### config.mk
export PLATFORM = sky130hd
export DESIGN_NAME = store_unit
export DESIGN_NICKNAME = d
export VERILOG_FILES = /design/src/rtl/store_unit.sv
export SDC_FILE = /design/constraint.sdc
export NUM_CORES = 1
export LEC_CHECK = 0
export BUFFER_PORTS_ARGS = -buffer_cell sky130_fd_sc_hd__buf_2
export CORE_ASPECT_RATIO = 1.2
export CORE_MARGIN = 3
export CORE_UTILIZATION = 41
export CTS_CLUSTER_DIAMETER = 40
export CTS_CLUSTER_SIZE = 20
export DETAILED_ROUTE_END_ITERATION = 7
export PLACE_DENSITY = 0.81
export SETUP_SLACK_MARGIN = 0.3
export SYNTH_ARGS = -nofsm -noshare
export SYNTH_HDL_FRONTEND = slang
export SYNTH_SLANG_ARGS = --single-unit
### constraint.sdc
create_clock -name clk -period 5 [get_ports clk]
set_input_delay 0.75 -clock clk [delete_from_list [all_inputs] [get_ports clk]]
set_output_delay 0.75 -clock clk [all_outputs]
set_load 0.005 [all_outputs]
### src/rtl/store_unit.sv
// Store path: turns an S-type instruction into a word-aligned data-memory write with byte enables.
// One cycle from accept to request; request held until ack or timeout; ready_o low while a request is outstanding.
module store_unit #(
    parameter int TIMEOUT = 16
) (
    input  logic        clk,
    input  logic        rst,
    input  logic        valid_i,
    input  logic [31:0] instr_i,
    input  logic [31:0] addr_i,
    input  logic [31:0] data_i,
    output logic        ready_o,
    output logic        mem_req_o,
    output logic [31:0] mem_addr_o,
    output logic [31:0] mem_wdata_o,
    output logic [3:0]  mem_be_o,
    input  logic        mem_ack_i,
    output logic        done_o,
    output logic        fault_o,
    output logic [1:0]  fault_cause_o
);

    localparam int CW = $clog2(TIMEOUT + 1);
    localparam logic [6:0] OPC_STORE = 7'b0100011;

    typedef enum logic {IDLE, REQ} state_t;

    state_t        r_state;
    logic [CW-1:0] r_cnt;
    logic          r_mem_req;
    logic [31:0]   r_mem_addr;
    logic [31:0]   r_mem_wdata;
    logic [3:0]    r_mem_be;
    logic          r_done;
    logic          r_fault;
    logic [1:0]    r_fault_cause;

    logic [2:0]  w_funct3;
    logic [1:0]  w_lane;
    logic        w_accept;
    logic        w_illegal;
    logic        w_misal;
    logic [3:0]  w_be;
    logic [31:0] w_wdata;
    logic        w_unused_instr;

    assign w_funct3       = instr_i[14:12];
    assign w_lane         = addr_i[1:0];
    assign w_unused_instr = ^{instr_i[31:15], instr_i[11:7]};
    assign ready_o        = (r_state == IDLE) && !rst;
    assign w_accept       = valid_i && ready_o && (instr_i[6:0] == OPC_STORE);

    always_comb begin
        w_be      = 4'b0000;
        w_wdata   = 32'h0;
        w_misal   = 1'b0;
        w_illegal = 1'b0;
        case (w_funct3)
            3'b000: begin
                w_be    = 4'b0001 << w_lane;
                w_wdata = {4{data_i[7:0]}};
            end
            3'b001: begin
                w_misal = w_lane[0];
                w_be    = w_lane[1] ? 4'b1100 : 4'b0011;
                w_wdata = {2{data_i[15:0]}};
            end
            3'b010: begin
                w_misal = (w_lane != 2'b00);
                w_be    = 4'b1111;
                w_wdata = data_i;
            end
            default: w_illegal = 1'b1;
        endcase
    end

    always_ff @(posedge clk) begin
        if (rst) begin
            r_state       <= IDLE;
            r_cnt         <= '0;
            r_mem_req     <= 1'b0;
            r_mem_addr    <= 32'h0;
            r_mem_wdata   <= 32'h0;
            r_mem_be      <= 4'b0000;
            r_done        <= 1'b0;
            r_fault       <= 1'b0;
            r_fault_cause <= 2'b00;
        end else begin
            r_done        <= 1'b0;
            r_fault       <= 1'b0;
            r_fault_cause <= 2'b00;
            case (r_state)
                IDLE: begin
                    if (w_accept) begin
                        // Illegal encoding takes priority: its lane fields are meaningless.
                        if (w_illegal) begin
                            r_fault       <= 1'b1;
                            r_fault_cause <= 2'b11;
                        end else if (w_misal) begin
                            r_fault       <= 1'b1;
                            r_fault_cause <= 2'b01;
                        end else begin
                            r_mem_addr  <= {addr_i[31:2], 2'b00};
                            r_mem_wdata <= w_wdata;
                            r_mem_be    <= w_be;
                            r_mem_req   <= 1'b1;
                            r_cnt       <= '0;
                            r_state     <= REQ;
                        end
                    end
                end
                REQ: begin
                    // Ack is checked before the timeout so a last-cycle ack still succeeds.
                    if (mem_ack_i) begin
                        r_mem_req <= 1'b0;
                        r_done    <= 1'b1;
                        r_state   <= IDLE;
                    end else if (r_cnt == CW'(TIMEOUT - 1)) begin
                        r_mem_req     <= 1'b0;
                        r_fault       <= 1'b1;
                        r_fault_cause <= 2'b10;
                        r_state       <= IDLE;
                    end else begin
                        r_cnt <= r_cnt + CW'(1);
                    end
                end
                default: r_state <= IDLE;
            endcase
        end
    end

    assign mem_req_o     = r_mem_req;
    assign mem_addr_o    = r_mem_addr;
    assign mem_wdata_o   = r_mem_wdata;
    assign mem_be_o      = r_mem_be;
    assign done_o        = r_done;
    assign fault_o       = r_fault;
    assign fault_cause_o = r_fault_cause;

endmodule

# Word level (Yosys, flattened, before mapping)
# Index checks and enable logic that the tools add are counted.
classes:
  add_sub_neg: 1
  n_eq_ne: 10
  shifts: 1
  muxes: 35
  bitwise: 2
  n_reduce_logical: 11
ops:
  columns: ["cell", "count"]
  rows:
  - ["one-hot mux 32 bit (3 select lines)", 1]
  - ["2-to-1 mux 5 bit", 5]
  - ["2-to-1 mux 1 bit", 17]
  - ["one-hot mux 4 bit (3 select lines)", 1]
  - ["inequality test 2 bit (second input constant)", 5]
  - ["one-hot mux 5 bit (2 select lines)", 1]
  - ["2-to-1 mux 2 bit", 4]
  - ["one-hot mux 1 bit (2 select lines)", 4]
  - ["AND reduction 4 bit", 2]
  - ["equality test 7 x 6 -> 1 bit (second input constant)", 1]
  - ["adder 5 x 1 -> 5 bit (second input constant)", 1]
  - ["equality test 5 x 4 -> 1 bit (second input constant)", 1]
  - ["AND reduction 5 bit", 1]
  - ["2-to-1 mux 4 bit", 1]
  - ["one-hot mux 2 bit (2 select lines)", 1]
  - ["<< shifter 1 x 2 -> 4 bit (first input constant)", 1]
  - ["equality test 3 x 1 -> 1 bit (second input constant)", 1]
  - ["equality test 3 x 2 -> 1 bit (second input constant)", 1]
  - ["logical AND 1 bit", 3]
  - ["logical NOT 3 bit", 1]
  - ["inequality test 3 x 2 -> 1 bit (second input constant)", 1]
  - ["OR reduction 3 bit", 1]
  - ["inverter 1 bit", 2]
  - ["nonzero test 2 bit", 1]
  - ["other kinds (2)", 2]
totals:
  regBits: 77
  elab_cells: 69

# Logic depth before layout (Yosys ltp)
logic_depth:
  depth_word: 6
  depth_mapped: 7

# Worst setup path before layout
# OpenSTA, ideal clock, no wires.
synth_path:
  path_type: "input to register"
  start: "in instr_i[2]"
  end: "reg r_mem_wdata[16] (netlist: mem_wdata_o[16])"
  setup_time_ns: 0.070
  arrival_time_ns: 1.917
  required_ns: 4.930
  setup_slack_ns: 3.013
  cell_stages: 5
  path_buffers: 1
  cell_sequence: "and4bb_1 -> nand3_4 -> buf_6 -> or4_1 -> a21oi_1"
synth_between:
  elab_chain_cells: 3
synth_rtl:
  columns: ["element", "line", "text"]
  rows:
  - ["start: declaration", "9", "input logic [31:0] instr_i,"]
  - ["equality test 7 x 6 -> 1 bit", "51", "assign w_accept = valid_i && ready_o && (instr_i[6:0] == OPC_STORE);"]
  - ["logical AND 1 bit", "51", null]
  - ["AND reduction 4 bit (no line)", null, null]
  - ["end signal: assignment", "104", "r_mem_wdata <= w_wdata;"]
  - ["end: declaration", "32", "logic [31:0] r_mem_wdata;"]
# Every way passes these cells.
# A chain may end at the register's enable or synchronous reset.

# Worst setup path after layout
layout_path:
  start: "in instr_i[13]"
  end: "reg r_cnt[3]"
layout_between:
  elab_chain_cells: 4
layout_rtl:
  columns: ["element", "line", "text"]
  rows:
  - ["equality test 3 x 2 -> 1 bit, or another cell as far along", "58", "case (w_funct3)"]
  - ["one-hot mux 1 bit (2 select lines) or OR reduction 3 bit (tied branches)", null, null]
  - ["inequality test 2 bit (no line)", null, null]
  - ["AND reduction 5 bit (no line) (*)", null, null]
  - ["end signal: assignment", "124", "r_cnt <= r_cnt + CW'(1);"]
  - ["end: declaration", "29", "logic [CW-1:0] r_cnt;"]
# Mark *: on every way between the ends. The rest lies on a longest branch, timed or not.

==> results.yml <==
pwr:
  pwr_density_cell_nw_per_um2: 279
  power_leakage_nw: 1.88
  ir_drop_uv: 137
synthesis:
  synth-async-reset-ratio_pct: 0
  yosysSeqAreaShare_pct: 43.0
  synth_xor_area_share_pct: 0
  synth_top_flop_cell: "dfxtp_1"
  netlist_area_um2: 3590
  synth_top_family_by_area: "compound AO/OA/AOI/OAI gates"
  yosys.cell_types.count: 36
  yosys_register_bits: 77
  synthSimpleGateAreaFrac_pct: 18.9
  synth_compound_area_share_pct: 26.4
  synthMuxAreaShare_pct: 4.46
  synth_warnings: 0
  synthAdderAreaFrac_pct: 0.698
  avgSynthCellArea_um2: 8.27
  syn_inst: 434
  synth_edf_count: 0
global_routing:
  antenna_found_initial: 0
  grt_pass1_vias: 3492
  grt_pass1_wl_mm: 16.8
  gr-total-overflow: 0
  grtUsageTotal_pct: 20.8
  grt_max_degree: 80
timing:
  min_period_over_period_pct: 54.0
  fin_skew_ns: 0.0114
  worst_pin_slew_ns: 1.14
  fmax_mhz: 371
  slew_violations: 0
  slew_headroom_pct: 24.1
  hold_viol_final: 0
  grt_setup_unrepaired: "false"
  fin_setup_tns_ns: 0
  finalSetupViolations: 0
  post-route-min-period_ns: 2.70
routing:
  drtPass1Iterations: 5
  drt_iter0_drc: 310
  viasPerCell: 5.65
  drc: 0
  routed-via-count: 3766
  ant_nets: 0
  drt-total-wl_mm: 10.8
  wire_per_inst_um: 16.2
status:
  status: "completed"
worst_setup_path:
  path_max_fanout: 40
  setup.worst_path.start_class: "input pin"
  worstPathBufferInverterCount: 2
  critPathMaxStageDelay_ns: 0.55
  worstSetupPathType: "in -> reg"
  r2r_slack_ns: 2.83
  crit_chain: "buf_2 > a21oi_1 > o21ba_2 > buf_4 > a21o_1 > a311oi_1"
  cp_top_family: "compound AO/OA/AOI/OAI gates"
  crit_path_end_kind: "register"
  cp.required_ns: 5.18
  cp_data_arrival_time_ns: 2.88
  crit_path_top_delay_cell: "o21ba_2"
die:
  fp.coreArea_um2: 8330
  ios: 174
  die_area_um2: 9910
  die_x_um: 91.4
  start_util_pct: 43.0
  dieHeight_um: 108
  rows: 36
clock_network:
  cts_buffer_depth: 2
  cts.clk_slew.worst_paths_ns: 0.09
  cts_hold_buf: 0
  ctsRootBufferMaster: "clkbuf_8"
  cts_tree: "built"
  cts-buffers-inserted: 9
  cts.sinks: 77
  cts_setup_buffers: 0
  post_cts_resized: 0
  htreeDepth: 3
  clock_latency_ns: 0.34
final_layout:
  n_fill_cell: 815
  fin_nets: 649
  synthToLayoutAreaGrowth_pct: 25.8
  layout-drive-gt1-share_pct: 31.5
  multi_input_area_um2: 1830
  diodes: 0
  final_cell_mix: "buf_2 (149), o21ai_0 (85), a21oi_1 (83), dfxtp_1 (77), nand3_1 (39)"
  final_util_pct: 54.2
  seq_area_um2: 1540
  layout_commonest_cell: "buf_2"
placement:
  gp_congestion: 0.823
  dp_hpwl_mm: 7.10
  numPortBuffers: 149
min_path:
  hp-class: "reg -> reg"
run:
  max-cap-violations: 0
worst reg2reg max path: cells and delay by family, from the launching register on:
family	cells	cell delay, ns
AOI/OAI and AO/OA	1	0.16
DFF	1	0.44
and+or+nand+nor	3	1.51
power breakdown:
part | total (mW) | internal (mW) | switching [mW]
registers | 0.613 | 0.613 | 0.0000851
logic | 0.113 | 0.0432 | 0.0703
clock network | 0.531 | 0.297 | 0.234
kinds of logic after synthesis:
| logic type | Yosys count |
|---|---|
| fa+ha+maj | 2 |
| compound gates | 181 |
| buf+inv | 53 |
| flops | 77 |
| simple gates | 104 |
| other cells | 1 |
| mux | 16 |
layer usage:
layer | share of wire [%] | vias up | wire (um) | track usage (%)
met1 | 42 | 1759 | 4500 | 25.7
met5 | 0 | - | 0 | 0
li1 | - | 1815 | - | -
met2 | 49 | 172 | 5230 | 35.0
met3 | 7.2 | 20 | 777 | 4.11
met4 | 2.3 | 0 | 252 | 9.81
stage by stage:
stage / instance area, um2 / hold WS (ns) / total power [mW] / setup slack, ns / cells
CTS: 4510 / 0.474 / 1.26 / 2.35 / 666
global placement: 4290 / 0.453 / 0.736 / 2.07 / 650
detailed placement: 4290 / 0.462 / 0.739 / 1.98 / 650
global route: 4510 / 0.493 / 1.30 / 2.08 / 666
floorplan: 3590 / 0.440 / 0.691 / 3.01 / 435
finish: 4510 / 0.472 / 1.26 / 2.30 / 666
layout make-up:
type	instances	share of cell area (%)
Multi-Input combinational cell	305	40.5
Sequential cell	77	34.2
Timing Repair Buffer	152	17.0
Tap cell	114	3.16
Clock buffer	11	3.13
Clock inverter	5	1.83
Inverter	2	0.166
synth_stat cells (2+ instances only):
cell	instances	share of area [%]
a21oi_1	83	12
a311oi_1	3	0.73
a31oi_1	2	0.35
and3_1	3	0.52
and4bb_1	2	0.70
buf_2	6	0.84
buf_4	5	1.0
clkbuf_1	38	4.0
dfxtp_1	77	43
ha_1	2	0.70
inv_1	2	0.21
mux2i_1	16	4.5
nand2_1	5	0.52
nand3_1	39	5.4
nand3b_1	8	1.7
nand4b_1	18	4.4
nor2_1	5	0.52
nor2b_1	9	1.6
o2111ai_1	2	0.49
o211ai_1	2	0.42
o21ai_0	85	12
or4_1	8	1.7
registers in the layout, indices dropped and copies added, names as in the netlist:
name and flops:
fault_cause_o 2, done_o 1, r_cnt 5, fault_o 1
mem_addr_o 30, mem_req_o 1, mem_be_o 4, mem_wdata_o 32
r_state 1
path summary, 6_finish.rpt:
| path | depth (start not counted) | startpoint | endpoint |
|---|---|---|---|
| setup reg to reg | 4 | r_state$_SDFF_PP0_ | mem_wdata_o[23]$_SDFFE_PP0P_ |
| hold reg to reg | 2 | mem_wdata_o[16]$_SDFFE_PP0P_ | mem_wdata_o[16]$_SDFFE_PP0P_ |
| setup / recovery | 6 | instr_i[13] | r_cnt[3]$_SDFFE_PP0P_ |
| hold / removal | 2 | mem_wdata_o[16]$_SDFFE_PP0P_ | mem_wdata_o[16]$_SDFFE_PP0P_ |
No activity file was read; power rests on OpenSTA's default activity.
